`src/rtl/uart_tx_ctrl.sv`:
```
// UART transmit controller: accepts a parallel word over valid/ready, frames it with
// start/optional parity/stop bits and shifts it out LSB first on txd.
module uart_tx_ctrl #(
    parameter int CLKS_PER_BIT = 868,
    parameter int DATA_BITS    = 8,
    parameter int PARITY_EN    = 0,
    parameter int PARITY_ODD   = 0,
    parameter int STOP_BITS    = 1
) (
    input  logic                 clk,
    input  logic                 rst_n,
    input  logic [DATA_BITS-1:0] tx_data,
    input  logic                 tx_valid,
    output logic                 tx_ready,
    output logic                 txd,
    output logic                 tx_busy,
    output logic                 tx_done
);

    localparam logic [2:0] S_IDLE   = 3'd0;
    localparam logic [2:0] S_START  = 3'd1;
    localparam logic [2:0] S_DATA   = 3'd2;
    localparam logic [2:0] S_PARITY = 3'd3;
    localparam logic [2:0] S_STOP   = 3'd4;

    localparam int            CW        = $clog2(CLKS_PER_BIT);
    localparam logic [CW-1:0] BAUD_LAST = CW'(CLKS_PER_BIT - 1);
    localparam logic [CW-1:0] BAUD_PRE  = CW'(CLKS_PER_BIT - 2);
    localparam logic [3:0]    DATA_LAST = 4'(DATA_BITS - 1);
    localparam logic [3:0]    STOP_LAST = 4'(STOP_BITS - 1);
    localparam logic          ODD       = 1'(PARITY_ODD);

    logic [2:0]           state;
    logic [CW-1:0]        baud;
    logic [3:0]           bitcnt;
    logic [DATA_BITS-1:0] shreg;
    logic                 par;

    logic bit_end;
    assign bit_end = (baud == BAUD_LAST);

    always_ff @(posedge clk or negedge rst_n) begin
        if (!rst_n) begin
            state    <= S_IDLE;
            baud     <= '0;
            bitcnt   <= '0;
            shreg    <= '0;
            par      <= 1'b0;
            txd      <= 1'b1;
            tx_ready <= 1'b1;
            tx_busy  <= 1'b0;
            tx_done  <= 1'b0;
        end else begin
            tx_done <= 1'b0;
            if (state != S_IDLE)
                baud <= bit_end ? '0 : baud + 1'b1;
            // tx_done is registered, so it is raised one cycle ahead of the final boundary
            if (state == S_STOP && bitcnt == STOP_LAST && baud == BAUD_PRE)
                tx_done <= 1'b1;
            case (state)
                S_IDLE: begin
                    if (tx_valid && tx_ready) begin
                        state    <= S_START;
                        baud     <= '0;
                        bitcnt   <= '0;
                        shreg    <= tx_data;
                        par      <= (^tx_data) ^ ODD;
                        txd      <= 1'b0;
                        tx_ready <= 1'b0;
                        tx_busy  <= 1'b1;
                    end
                end
                S_START: begin
                    if (bit_end) begin
                        state  <= S_DATA;
                        bitcnt <= '0;
                        txd    <= shreg[0];
                    end
                end
                S_DATA: begin
                    if (bit_end) begin
                        shreg <= shreg >> 1;
                        if (bitcnt == DATA_LAST) begin
                            bitcnt <= '0;
                            if (PARITY_EN != 0) begin
                                state <= S_PARITY;
                                txd   <= par;
                            end else begin
                                state <= S_STOP;
                                txd   <= 1'b1;
                            end
                        end else begin
                            bitcnt <= bitcnt + 1'b1;
                            txd    <= shreg[1];
                        end
                    end
                end
                S_PARITY: begin
                    if (bit_end) begin
                        state  <= S_STOP;
                        bitcnt <= '0;
                        txd    <= 1'b1;
                    end
                end
                S_STOP: begin
                    if (bit_end) begin
                        if (bitcnt == STOP_LAST) begin
                            state    <= S_IDLE;
                            bitcnt   <= '0;
                            tx_ready <= 1'b1;
                            tx_busy  <= 1'b0;
                        end else begin
                            bitcnt <= bitcnt + 1'b1;
                        end
                    end
                end
                default: begin
                    state    <= S_IDLE;
                    baud     <= '0;
                    bitcnt   <= '0;
                    txd      <= 1'b1;
                    tx_ready <= 1'b1;
                    tx_busy  <= 1'b0;
                end
            endcase
        end
    end

endmodule

```
`config.mk`:
```
export PLATFORM = sky130hd
export DESIGN_NAME = uart_tx_ctrl
export DESIGN_NICKNAME = d
export VERILOG_FILES = /design/src/rtl/uart_tx_ctrl.sv
export SDC_FILE = /design/constraint.sdc
export NUM_CORES = 1
export LEC_CHECK = 0
export CELL_PAD_IN_SITES_DETAIL_PLACEMENT = 1
export CELL_PAD_IN_SITES_GLOBAL_PLACEMENT = 2
export CORE_AREA = 2 2 98 53
export CTS_BUF_LIST = sky130_fd_sc_hd__clkbuf_16
export DETAILED_ROUTE_END_ITERATION = 6
export DIE_AREA = 0 0 100 55
export GPL_TIMING_DRIVEN = 0
export PLACE_DENSITY_LB_ADDON = 0.1
export SYNTH_ARGS = -nofsm -noshare
export SYNTH_HDL_FRONTEND = slang
export SYNTH_SLANG_ARGS = --single-unit
```
`constraint.sdc`:
```
create_clock -name clk -period 2.8 [get_ports clk]
set_input_delay 0.42 -clock clk [delete_from_list [all_inputs] [get_ports clk]]
set_output_delay 0.42 -clock clk [all_outputs]
set_load 0.01 [all_outputs]
```
==> metrics.txt <==
status=complete, no violations; H-Tree Depth=2; vias in the first global route=1,282; CTS resizes=0; hold_buf cts=0; worst reg-to-reg path cell count=5; Max stage delay cell, worst path=or4_4; IO buf count=14; Critical Path Start=baud[4]$_DFF_PN0_; synth warn=0; clock slew at reported path FFs=50 ps; mapped cell area=0.001654 mm2; Iteration-0 DRC Markers=49; largest net degree at the start of global routing=30; Post-Syn Instances=approximately 160; crit-path max FO=8; Clock Path Buffers=2; Post-synth EDFFs=0; Mapped Nets=176; Yosys cell types=49; Max Cap Viol=0; LEAKAGE=0.8410 nW; DRC Markers=0; Top Ports=15; pwr dens=approximately 1100 mW/mm2; routed length on met3=142 um; sequential fraction of the synthesis area=44.02%; endpoints failing setup=0; global-route wire length before repair=7.086 mm; Clock Latency Late Sink=270 ps; Synth async-reset ratio=100.0%; critical path launch point type=flop; average size of a mapped cell=10.27 um2; Worst slew margin=53.39%; FP Rows=18; Hold Slack=~190 ps; Final Hold Viols=0; Hold WC Path Type=input port to asynchronous set/reset pin; Layout Nets=approximately 200; Top Metal Used=met4; Critical Path End=shreg[6]$_DFFE_PN0P_; WP data required=between 2000 and 3000 ps; Routed WL per cell=18.02 um; RSZ-0062 raised after global routing=false; ANT cells=0; initial antenna violation count=0; Routed Antenna Nets=0; CP Capture Type=flop; HPWL after DPL=3.273 mm; Die Area=0.005500 mm2; worst r2r src=baud[4]$_DFF_PN0_; All-Layer GR Usage=between 10% and 20%; Arr. time, crit path=2390 ps; area grow syn2layout=20.95%; peak supply drop=0.3220 mV; clock root cell=clkbuf_16; post-CTS setup buffers=0; Synth Flop Type=dfrtp_1; Die Y=55 um; Final min period=2239 ps; type of the worst setup path=flop to flop; clk sinks=29; Final Max Tran Viols=0; M1 wire length=2.478 mm; layout cell share with drive strength beyond 1=13.66%; CTS tree=yes; Clock Skew=roughly 5.3 ps; crit-path cells=or4_4 -> nor3_2 -> a22o_1 -> buf_4 -> mux2_1; Slew @ Worst Pin=between 600 and 700 ps; via density per instance=5.527; wirelength, routed=around 4.4 mm; Fmax=446.5 MHz; Core Region=0.004684 mm2; # fillers=just over 500; r2r endpoint=shreg[6]$_DFFE_PN0P_; GPL Wtd Cong=0.7740; TritonCTS Buffers=5; aggregate global routing overflow=0; reg2reg setup slack=560 ps; Initial Utilization=35.31%; number of synthesized register bits=29; setup TNS=0 ps; vias=1,343; die width=100 um; Detailed Routing Iterations Pass 1=4; Final Cycle Share=79.98%; max incr delay on CP=600 ps; DR WL met2=1.699 mm
-- metal layers --
metal,up-vias,GRT usage (%)
li1,631,-
met1,683,27.91
met5,-,0
met4,0,5.708
met3,7,3.769
met2,22,22.41
-- area by class of cell --
| cell class | count | area [um2] | area share [%] |
|---|---|---|---|
| flip-flops and latches | 29 | 728.2 | 36.40 |
| clock buffers | 5 | 125.1 | 6.254 |
| clock inverters | 3 | 11.26 | 0.5629 |
| plain buffers | 7 | 38.79 | 1.939 |
| well taps | 60 | 75.07 | 3.752 |
| inverters | 9 | 33.78 | 1.689 |
| repair buffers | 14 | 135.1 | 6.754 |
| multi-input cells | 116 | 853.3 | 42.65 |
-- where the power goes --
part	internal, mW	switching (mW)	leakage, nW	total [mW]
clock network	0.318	0.178	0.0738	0.496
registers	0.552	0.101	0.372	0.653
logic	0.389	0.580	0.395	0.969
-- sequential cells by signal, summed over array words and instances, names as in the netlist --
register,count
shreg,8
tx_done,1
tx_ready,1
state,3
tx_busy,1
baud,10
bitcnt,4
txd,1
-- metrics by stage --
| stage | cell area [um2] | instances | setup slack [ps] | utilization [%] | power [mW] |
|---|---|---|---|---|---|
| after floorplan | 1654 | 161 | 842.9 | - | 1.324 |
| after global placement | 1869 | 235 | 398.5 | 39.90 | 1.576 |
| after detailed placement | 1869 | 235 | 421.2 | 39.90 | 1.616 |
| after CTS | 2006 | 243 | 556.9 | 42.82 | 2.134 |
| after global routing | 2001 | 243 | 446.4 | 42.71 | 2.251 |
| final | 2001 | 243 | 560.5 | 42.71 | 2.118 |
-- critical path: cells and delay by family, from the launching register on --
kind | cells | cell delay (ps)
AND/OR/NAND/NOR | 2 | 950
flip-flops | 1 | 450
multiplexers | 1 | 330
AO/OA/AOI/OAI | 1 | 190
buffers and inverters | 1 | 180
-- kinds of logic (layout without fill, tap and decap cells) --
family	Yosys count	count (layout)	synth area share, %
AOI/OAI and AO/OA	34	34	16.26
muxes	15	15	10.06
DFF	29	29	44.02
adders and majority gates	4	4	3.026
buffers and inverters	16	38	4.387
xor gates and xnor gates	7	7	3.707
and+or+nand+nor	56	56	18.53
-- worst min-delay path by stage --
stage / from / to / slack [ps] / cells past startpoint
3_3_place_gp: shreg[3]$_DFFE_PN0P_ / shreg[3]$_DFFE_PN0P_ / 460 / 1
5_1_grt: rst_n / baud[6]$_DFF_PN0_ / 260 / 1
2_1_floorplan: rst_n / baud[0]$_DFF_PN0_ / 120 / 0
4_1_cts: shreg[4]$_DFFE_PN0P_ / shreg[4]$_DFFE_PN0P_ / 480 / 1
6_report: rst_n / baud[5]$_DFF_PN0_ / 190 / 1
3_5_place_dp: shreg[4]$_DFFE_PN0P_ / shreg[4]$_DFFE_PN0P_ / 470 / 1
-- synth_stat cells (4+ instances only) --
cell type / count / share of area (%)
clkbuf_1: 4 / 0.91
xor2_1: 5 / 2.6
ha_1: 4 / 3.0
nor2_1: 13 / 3.0
nand4_1: 7 / 2.6
o21ai_0: 7 / 2.1
mux2_1: 7 / 4.8
nand3_1: 7 / 2.1
inv_1: 9 / 2.0
mux2_2: 6 / 4.1
a21oi_1: 5 / 1.5
nand2_1: 11 / 2.5
dfrtp_1: 27 / 41
-- layout by cell type (no fill, tap or decap), types with 2 or more instances in the layout --
cell | synthesis | routed
a21oi_1 | 5 | 5
a22o_1 | 2 | 2
a31oi_1 | 3 | 3
buf_2 | 1 | 2
clkbuf_1 | 4 | 4
clkbuf_16 | 0 | 5
clkdlybuf4s50_1 | 0 | 13
dfrtp_1 | 27 | 27
dfstp_2 | 2 | 2
ha_1 | 4 | 4
inv_1 | 9 | 11
mux2_1 | 7 | 7
mux2_2 | 6 | 6
mux2i_1 | 2 | 2
nand2_1 | 11 | 11
nand3_1 | 7 | 7
nand4_1 | 7 | 7
nor2_1 | 13 | 13
nor3_1 | 3 | 3
nor3b_1 | 3 | 3
o21ai_0 | 7 | 7
o21ai_1 | 2 | 2
o31ai_1 | 2 | 2
or3_1 | 2 | 2
xnor2_1 | 2 | 2
xor2_1 | 5 | 5
(Power assumes the default switching activity.)
